===== config.mk =====
export PLATFORM = sky130hd
export DESIGN_NAME = onchip_mem_arbiter
export DESIGN_NICKNAME = d
export VERILOG_FILES = /design/src/rtl/onchip_mem_pkg.sv /design/src/rtl/onchip_mem_arbiter_rr_arb2.sv /design/src/rtl/onchip_mem_arbiter.sv
export SDC_FILE = /design/constraint.sdc
export NUM_CORES = 1
export LEC_CHECK = 0
export ABC_AREA = 1
export CAP_MARGIN = 10
export CELL_PAD_IN_SITES_DETAIL_PLACEMENT = 1
export CELL_PAD_IN_SITES_GLOBAL_PLACEMENT = 1
export CORE_UTILIZATION = 11
export DETAILED_ROUTE_END_ITERATION = 16
export PLACE_DENSITY_LB_ADDON = 0.1
export SLEW_MARGIN = 0
export SYNTH_ARGS = -nofsm -noshare
export SYNTH_HDL_FRONTEND = slang
export SYNTH_SLANG_ARGS = --single-unit

===== constraint.sdc =====
create_clock -name clk -period 1.3 [get_ports clk]
set_input_delay 0.13 -clock clk [delete_from_list [all_inputs] [get_ports clk]]
set_output_delay 0.13 -clock clk [all_outputs]
set_load 0.05 [all_outputs]

===== src/rtl/onchip_mem_pkg.sv =====
// Shared types and default widths for the two-master on-chip RAM arbiter.
package onchip_mem_pkg;

  localparam int ADDR_W_DEF = 9;
  localparam int DATA_W_DEF = 32;
  localparam int BE_W_DEF   = DATA_W_DEF / 8;

  typedef enum logic [1:0] {
    UNLOCKED = 2'd0,
    LOCKED0  = 2'd1,
    LOCKED1  = 2'd2
  } lock_state_e;

  typedef struct packed {
    logic [ADDR_W_DEF-1:0] address;
    logic [BE_W_DEF-1:0]   byteenable;
    logic                  read;
    logic                  write;
    logic [DATA_W_DEF-1:0] writedata;
    logic                  lock;
  } port_req_t;

endpackage


===== src/rtl/onchip_mem_arbiter_rr_arb2.sv =====
// Two-input round-robin / fixed-priority grant with a per-port lock that
// pins the grant to one master across an atomic sequence.
module rr_arb2
  import onchip_mem_pkg::*;
#(
  parameter int FIXED_PRIO = 0
) (
  input  logic       clk,
  input  logic       reset_n,
  input  logic [1:0] req,
  input  logic [1:0] lock,
  output logic [1:0] gnt
);

  lock_state_e state_q, state_d;
  logic        last_grant_q, last_grant_d;
  logic        held0, held1;

  always_comb begin
    // A lock only holds while its owner keeps lock high; dropping it
    // reopens arbitration in the same cycle.
    held0 = (state_q == LOCKED0) && lock[0];
    held1 = (state_q == LOCKED1) && lock[1];

    gnt = 2'b00;
    if (held0) begin
      gnt = {1'b0, req[0]};
    end else if (held1) begin
      gnt = {req[1], 1'b0};
    end else if (req == 2'b11) begin
      gnt = ((FIXED_PRIO != 0) || last_grant_q) ? 2'b01 : 2'b10;
    end else begin
      gnt = req;
    end
    if (!reset_n) gnt = 2'b00;

    last_grant_d = last_grant_q;
    if (gnt[1])      last_grant_d = 1'b1;
    else if (gnt[0]) last_grant_d = 1'b0;

    state_d = state_q;
    if (!held0 && !held1) begin
      state_d = UNLOCKED;
      if (gnt[0] && lock[0])      state_d = LOCKED0;
      else if (gnt[1] && lock[1]) state_d = LOCKED1;
    end
  end

  always_ff @(posedge clk or negedge reset_n) begin
    if (!reset_n) begin
      state_q      <= UNLOCKED;
      last_grant_q <= 1'b1;
    end else begin
      state_q      <= state_d;
      last_grant_q <= last_grant_d;
    end
  end

endmodule


===== src/rtl/onchip_mem_arbiter.sv =====
// Shares one single-port synchronous RAM between two Avalon-MM masters:
// one access per cycle, reads returned one cycle later with readdatavalid.
module onchip_mem_arbiter
  import onchip_mem_pkg::*;
#(
  parameter int ADDR_W     = ADDR_W_DEF,
  parameter int DATA_W     = DATA_W_DEF,
  parameter int BE_W       = DATA_W / 8,
  parameter int FIXED_PRIO = 0
) (
  input  logic              clk,
  input  logic              reset_n,

  input  logic [ADDR_W-1:0] p0_address,
  input  logic [BE_W-1:0]   p0_byteenable,
  input  logic              p0_read,
  input  logic              p0_write,
  input  logic [DATA_W-1:0] p0_writedata,
  input  logic              p0_lock,
  output logic              p0_waitrequest,
  output logic [DATA_W-1:0] p0_readdata,
  output logic              p0_readdatavalid,

  input  logic [ADDR_W-1:0] p1_address,
  input  logic [BE_W-1:0]   p1_byteenable,
  input  logic              p1_read,
  input  logic              p1_write,
  input  logic [DATA_W-1:0] p1_writedata,
  input  logic              p1_lock,
  output logic              p1_waitrequest,
  output logic [DATA_W-1:0] p1_readdata,
  output logic              p1_readdatavalid,

  output logic [ADDR_W-1:0] ram_address,
  output logic [BE_W-1:0]   ram_byteenable,
  output logic              ram_chipselect,
  output logic              ram_write,
  output logic [DATA_W-1:0] ram_writedata,
  output logic              ram_clken,
  input  logic [DATA_W-1:0] ram_readdata
);

  logic [1:0] req, lock, gnt;
  logic       acc_read;
  logic       rd_pending_q, rd_pending_d;
  logic       rd_owner_q, rd_owner_d;

  assign req  = {p1_read | p1_write, p0_read | p0_write};
  assign lock = {p1_lock, p0_lock};

  rr_arb2 #(.FIXED_PRIO(FIXED_PRIO)) u_arb (
    .clk     (clk),
    .reset_n (reset_n),
    .req     (req),
    .lock    (lock),
    .gnt     (gnt)
  );

  always_comb begin
    // Port 0 drives the RAM bus whenever port 1 is not granted.
    ram_address    = gnt[1] ? p1_address    : p0_address;
    ram_byteenable = gnt[1] ? p1_byteenable : p0_byteenable;
    ram_writedata  = gnt[1] ? p1_writedata  : p0_writedata;
    ram_chipselect = |gnt;
    ram_write      = (gnt[0] & p0_write) | (gnt[1] & p1_write);
    // Read together with write is treated as a write.
    acc_read       = (gnt[0] & p0_read & ~p0_write) | (gnt[1] & p1_read & ~p1_write);

    rd_pending_d   = acc_read;
    rd_owner_d     = acc_read ? gnt[1] : rd_owner_q;
  end

  always_ff @(posedge clk or negedge reset_n) begin
    if (!reset_n) begin
      rd_pending_q <= 1'b0;
      rd_owner_q   <= 1'b0;
    end else begin
      rd_pending_q <= rd_pending_d;
      rd_owner_q   <= rd_owner_d;
    end
  end

  assign ram_clken        = 1'b1;
  assign p0_waitrequest   = ~gnt[0];
  assign p1_waitrequest   = ~gnt[1];
  assign p0_readdata      = ram_readdata;
  assign p1_readdata      = ram_readdata;
  assign p0_readdatavalid = rd_pending_q & ~rd_owner_q;
  assign p1_readdatavalid = rd_pending_q & rd_owner_q;

  a_p0_rw_excl: assert property (@(posedge clk) disable iff (!reset_n) !(p0_read && p0_write))
    else $error("port 0 asserted read and write together");
  a_p1_rw_excl: assert property (@(posedge clk) disable iff (!reset_n) !(p1_read && p1_write))
    else $error("port 1 asserted read and write together");

endmodule


==> results.cfg, run 1 <==
[logic_synthesis]
netlist_instances = 256
synth_top_area_share_pct = 40.76
synthArstFlopShare_pct = 100.0
synth_edf_count = 0
syn-mean-instance-area_um2 = 5.396
ys_types = 16
yosysTopAreaCell = nand2_1
synth_area_leaders = nand2_1 (41%), buf_4 (36%), dfrtp_1 (7.2%)
ys_seq_area_share_pct = 9.149
synth_area_um2 = 1381
synth_nets = 386
synthFlopType = dfrtp_1
yosysWarnings = 0
yosysMostFrequentCell = nand2_1
synth_seq_cells = 5
yosys-top-cells-count = nand2_1 (150), buf_4 (67), inv_1 (8), nand3_1 (6), buf_6 (5)

[outcome]
violations = negative setup slack
outcome = finished, violations left

[place]
gp_congestion = 0.6555
detailed_place.area_um2 = 3612
io_buffers = 148
dp_hpwl_um = 5258

[floorplan]
initial_core_util_pct = 11.40
dieWidth_um = 114.1
io_pins = 246
std_cell_rows = 40
core_um2 = 12110
dieArea_um2 = 13010
fp.dieH_um = 114.1

[critical_path]
critPathRequiredTime_ns = 1.17
crit_family = flip-flops
path_class = reg -> out
start_kind = register
cpMaxStageDelayCell = dfstp_2
slowest_delay_ns = 0.56
worst-path-buf-inv = 3
crit_path_cell_trace = nand3_4 -> nand2_8 -> clkinv_8 -> buf_16 -> nand2_1 -> nand2_4 -> buf_12
arrival_ns = 1.58
cp_max_fo = 11
cp-end-kind = primary output

[route]
wl_um = 7217
wire_per_inst_um = 13.24
post-route-drc-count = 0
antenna_left = 0
vias = 1951
first_pass_iters = 4
avgViaCountPerCell = 3.580
detail_route.iter0.violations = 23

[power_and_ir_drop]
powerDensity_nw_per_um2 = 1311
p_leak_nw = 2.041
ir_worst_vdd_mv = 0.6713

[finish]
final_nets = 507
area_delta_synth_final_pct = 226.3
post-route-util_pct = 37.21
layout-drive-gt1-share_pct = 65.43
fin_area_um2 = 4507
nFillCells = 1369

[timing]
tns_ns = -20.03
rsz0062_at_grt = yes
fmax_mhz = 583.3
hold_viol_final = 0
period_needed_ns = 1.714
fin_crit_sh_pct = 131.9
skew_ns = 0.003306
drv_slew = 0
worst_slack_ns = -0.4143
setup_violations = 53

[global_routing]
grt.total_usage_pct = 10.28
grt_pass1_wl_um = 10560
overflow = 0
grt_max_degree = 16
grt_pass1_vias = 2034
antenna_found_initial = 1

[worst_hold_path]
hold_path.class = in -> async

[clock_tree]
cts_root_buf = clkbuf_16
cts_tree = yes
path_clk_slew_ns = 0.04
clock_path_buffers = 2
cts.sinks = 5
cts_made_buffers = 3
htreeDepth = 1
clk_latency_ns = 0.23

[run]
drv_cap = 0
## per-stage QoR
stage	worst slack [ns]	total power [mW]	hold WS, ns	std cells
5_1_grt	-0.4637	6.196	0.1724	545
4_1_cts	-0.4340	5.450	0.1412	535
2_1_floorplan	-0.1103	2.918	-0.1656	256
6_report	-0.4143	5.908	0.1460	545
3_5_place_dp	-0.5187	4.402	0.2605	519
3_3_place_gp	-0.4668	4.393	0.2605	519
## path summary, 6_finish.rpt
check / depth (start not counted) / end / startpoint / slack, ns
max reg2reg: 12 / rd_owner_q / u_arb.last_grant_q / -0.26
min: 2 / u_arb.last_grant_q / reset_n / 0.15
max in group asynchronous: 3 / rd_pending_q / reset_n / 0.52
min reg2reg: 2 / rd_owner_q / rd_owner_q / 0.53
max: 7 / ram_writedata[0] / u_arb.last_grant_q / -0.41
min in group clk: 0 / p0_readdata[23] / ram_readdata[23] / 0.26
## cell families (layout without fill, tap and decap cells)
family / count (synthesis) / in the layout / share of synthesized area [%]
compound gates: 4 / 4 / 1.630
simple gates: 162 / 162 / 44.93
flops: 5 / 5 / 9.149
buf+inv: 84 / 204 / 44.02
other cells: 1 / 2 / 0.2715
## sequential cells by signal, summed over array words and instances, names as in the netlist
register / count
rd_pending_q: 1
rd_owner_q: 1
u_arb.last_grant_q: 1
u_arb.state_q: 2
## timing repair
item,CTS,global route
pin swaps,11,11
buffers inserted,7,7
cloned,4,3
endpoints found under the setup margin,51,54
endpoints found under the hold margin,4,0
resized for setup,77,76
hold buffers,1,0
## final cells by class
cell class | instances | area, µm² | area share (%)
diodes | 1 | 2.502 | 0.05552
clock buffers | 4 | 78.83 | 1.749
inverters | 9 | 46.29 | 1.027
multi-input cells | 167 | 1476 | 32.76
flip-flops and latches | 5 | 126.4 | 2.804
well taps | 168 | 210.2 | 4.664
repair buffers | 191 | 2566 | 56.94
## layer usage
metal  global-route usage (%)  wire length [µm]
met2                    18.67              3794
met1                    11.42              2602
met4                    2.251               101
met5                        0                 0
met3                    3.706               718
## placed cells by master (no fill, tap or decap), drive strengths merged
cell type      synthesis  routed
nand3                  6       6
nor2                   5       5
inv                    9       8
dlymetal6s2s           0       2
nand2                151     151
clkdlybuf4s50          0      92
clkinv                 0       1
dlygate4sd3            0       1
dfrtp                  4       4
o21ai                  3       3
dfstp                  1       1
dlygate4sd2            0       3
o21a                   1       1
diode                  0       1
conb                   1       1
clkbuf                 0       7
buf                   75      90
## where the power goes
part / internal (mW) / switching, mW
combinational: 2.55 / 2.60
clock: 0.406 / 0.0983
sequential: 0.216 / 0.0443
(Power assumes the default switching activity.)
==> run 2, diff against run 1 <==
--- a/config.mk
+++ b/config.mk
@@ -10,6 +10,7 @@
 export CELL_PAD_IN_SITES_DETAIL_PLACEMENT = 1
 export CELL_PAD_IN_SITES_GLOBAL_PLACEMENT = 1
 export CORE_UTILIZATION = 11
+export CTS_CLUSTER_DIAMETER = 40
 export DETAILED_ROUTE_END_ITERATION = 16
 export PLACE_DENSITY_LB_ADDON = 0.1
 export SLEW_MARGIN = 0
==> results of run 2 <==
The final DEF is identical to that of run 1; final timing and power are the same.
==> run 3, diff against run 2 <==
--- a/config.mk
+++ b/config.mk
@@ -12,6 +12,7 @@
 export CORE_UTILIZATION = 11
 export CTS_CLUSTER_DIAMETER = 40
 export DETAILED_ROUTE_END_ITERATION = 16
+export MAX_ROUTING_LAYER = met4
 export PLACE_DENSITY_LB_ADDON = 0.1
 export SLEW_MARGIN = 0
 export SYNTH_ARGS = -nofsm -noshare
==> results.cfg, run 3 (synthesized netlist as in run 1, its figures left out) <==
[clock_tree]
cts_tree = yes
cts.sinks = 5
cts_root_buf = clkbuf_16
clk_latency_ns = 0.23
path_clk_slew_ns = 0.04
htreeDepth = 1
cts_made_buffers = 3
clock_path_buffers = 2

[place]
io_buffers = 148
dp_hpwl_um = 5258
gp_congestion = 0.6615

[power_and_ir_drop]
finalPower_mw = 5.909
ir_worst_vdd_mv = 0.6713
powerDensity_nw_per_um2 = 1311
p_leak_nw = 2.041

[floorplan]
io_pins = 246
dieWidth_um = 114.1
std_cell_rows = 40
initial_core_util_pct = 11.40
core_um2 = 12110
dieArea_um2 = 13010
fp.dieH_um = 114.1

[route]
post-route-drc-count = 0
vias = 1952
wl_um = 7218
antenna_left = 0
avgViaCountPerCell = 3.582
detail_route.iter0.violations = 17
wire_per_inst_um = 13.24
first_pass_iters = 4

[critical_path]
cp-end-kind = primary output
start_kind = register
r2r_slack_ns = -0.26
path_class = reg -> out
arrival_ns = 1.58
cp_max_fo = 11
critPathRequiredTime_ns = 1.17

[worst_hold_path]
hold_path.class = in -> async

[global_routing]
grt.total_usage_pct = 10.58
antenna_found_initial = 1
grt_pass1_vias = 2040
grt_pass1_wl_um = 10530
overflow = 0
grt_max_degree = 16

[outcome]
outcome = finished, violations left
violations = negative setup slack

[finish]
layout-drive-gt1-share_pct = 65.43
area_delta_synth_final_pct = 226.3
regMostFlops = u_arb.state_q
post-route-util_pct = 37.21
final_cell_mix = clkdlybuf4s50_1 (92), nand2_4 (80), nand2_2 (55), buf_12 (55), buf_4 (19)
final_nets = 507
nFillCells = 1369
multi_input_area_um2 = 1476
largest_register_ffs = 2
final_common_cell = clkdlybuf4s50_1
seqCellArea_um2 = 126.4

[timing]
setup_violations = 53
fin_crit_sh_pct = 131.9
drv_slew = 0
worst_slack_ns = -0.4143
hold_viol_final = 0
fmax_mhz = 583.3
rsz0062_at_grt = yes
period_needed_ns = 1.714
skew_ns = 0.003306

[run]
drv_cap = 0
-- run 3: cell type report --
| cell class | instances | share of cell area, % |
|---|---|---|
| Timing Repair Buffer | 191 | 56.94 |
| Clock buffer | 4 | 1.749 |
| Inverter | 9 | 1.027 |
| Multi-Input combinational cell | 167 | 32.76 |
| Tap cell | 168 | 4.664 |
| Antenna cell | 1 | 0.05552 |
| Sequential cell | 5 | 2.804 |
-- run 3: path summary, 6_finish.rpt --
path                       cells past startpoint                  to               start
max                                            7    ram_writedata[0]  u_arb.last_grant_q
min                                            2  u_arb.last_grant_q             reset_n
max reg2reg                                   12          rd_owner_q  u_arb.last_grant_q
min reg2reg                                    2          rd_owner_q          rd_owner_q
max in group asynchronous                      3        rd_pending_q             reset_n
min in group clk                               0     p0_readdata[23]    ram_readdata[23]
-- run 3: critical path: stages, from the launching register on --
cell and delay [ns]:
dfstp_2 0.56, nand3_4 0.11, nand2_8 0.12, clkinv_8 0.10, buf_16 0.17, nand2_1 0.10, nand2_4 0.06, buf_12 0.14
-- run 3: timing repair --
item	in CTS	in global routing
hold buffers	1	0
gates cloned	4	3
gates resized for setup	77	76
setup endpoints to repair	51	54
hold endpoints to repair	4	0
buffers inserted	7	7
pin swaps	11	11
-- run 3: per-layer routing --
metal / GRT usage [%] / routed length [µm] / part of all wire, %
met4: 2.251 / 100 / 1.4
met3: 2.965 / 610 / 8.5
met5: - / 0 / 0
met2: 18.67 / 3795 / 53
met1: 11.87 / 2711 / 38
-- run 3: power breakdown --
| part | internal [mW] | switching, mW | leakage (nW) |
|---|---|---|---|
| clock network | 0.406 | 0.0983 | 0.0382 |
| registers | 0.216 | 0.0443 | 0.0629 |
| logic | 2.55 | 2.60 | 1.94 |
-- run 3: metrics by stage --
step                      cell area (µm²)  TNS [ns]  instances  setup WS [ns]  hold slack, ns
after floorplan                      1799    -1.813        256        -0.1103         -0.1656
after global placement               3612    -22.34        519        -0.4668          0.2605
after detailed placement             3612    -24.06        519        -0.5187          0.2605
after CTS                            4096    -19.82        535        -0.4340          0.1412
after global routing                 4507    -22.85        545        -0.4637          0.1724
final                                4507    -20.04        545        -0.4143          0.1460
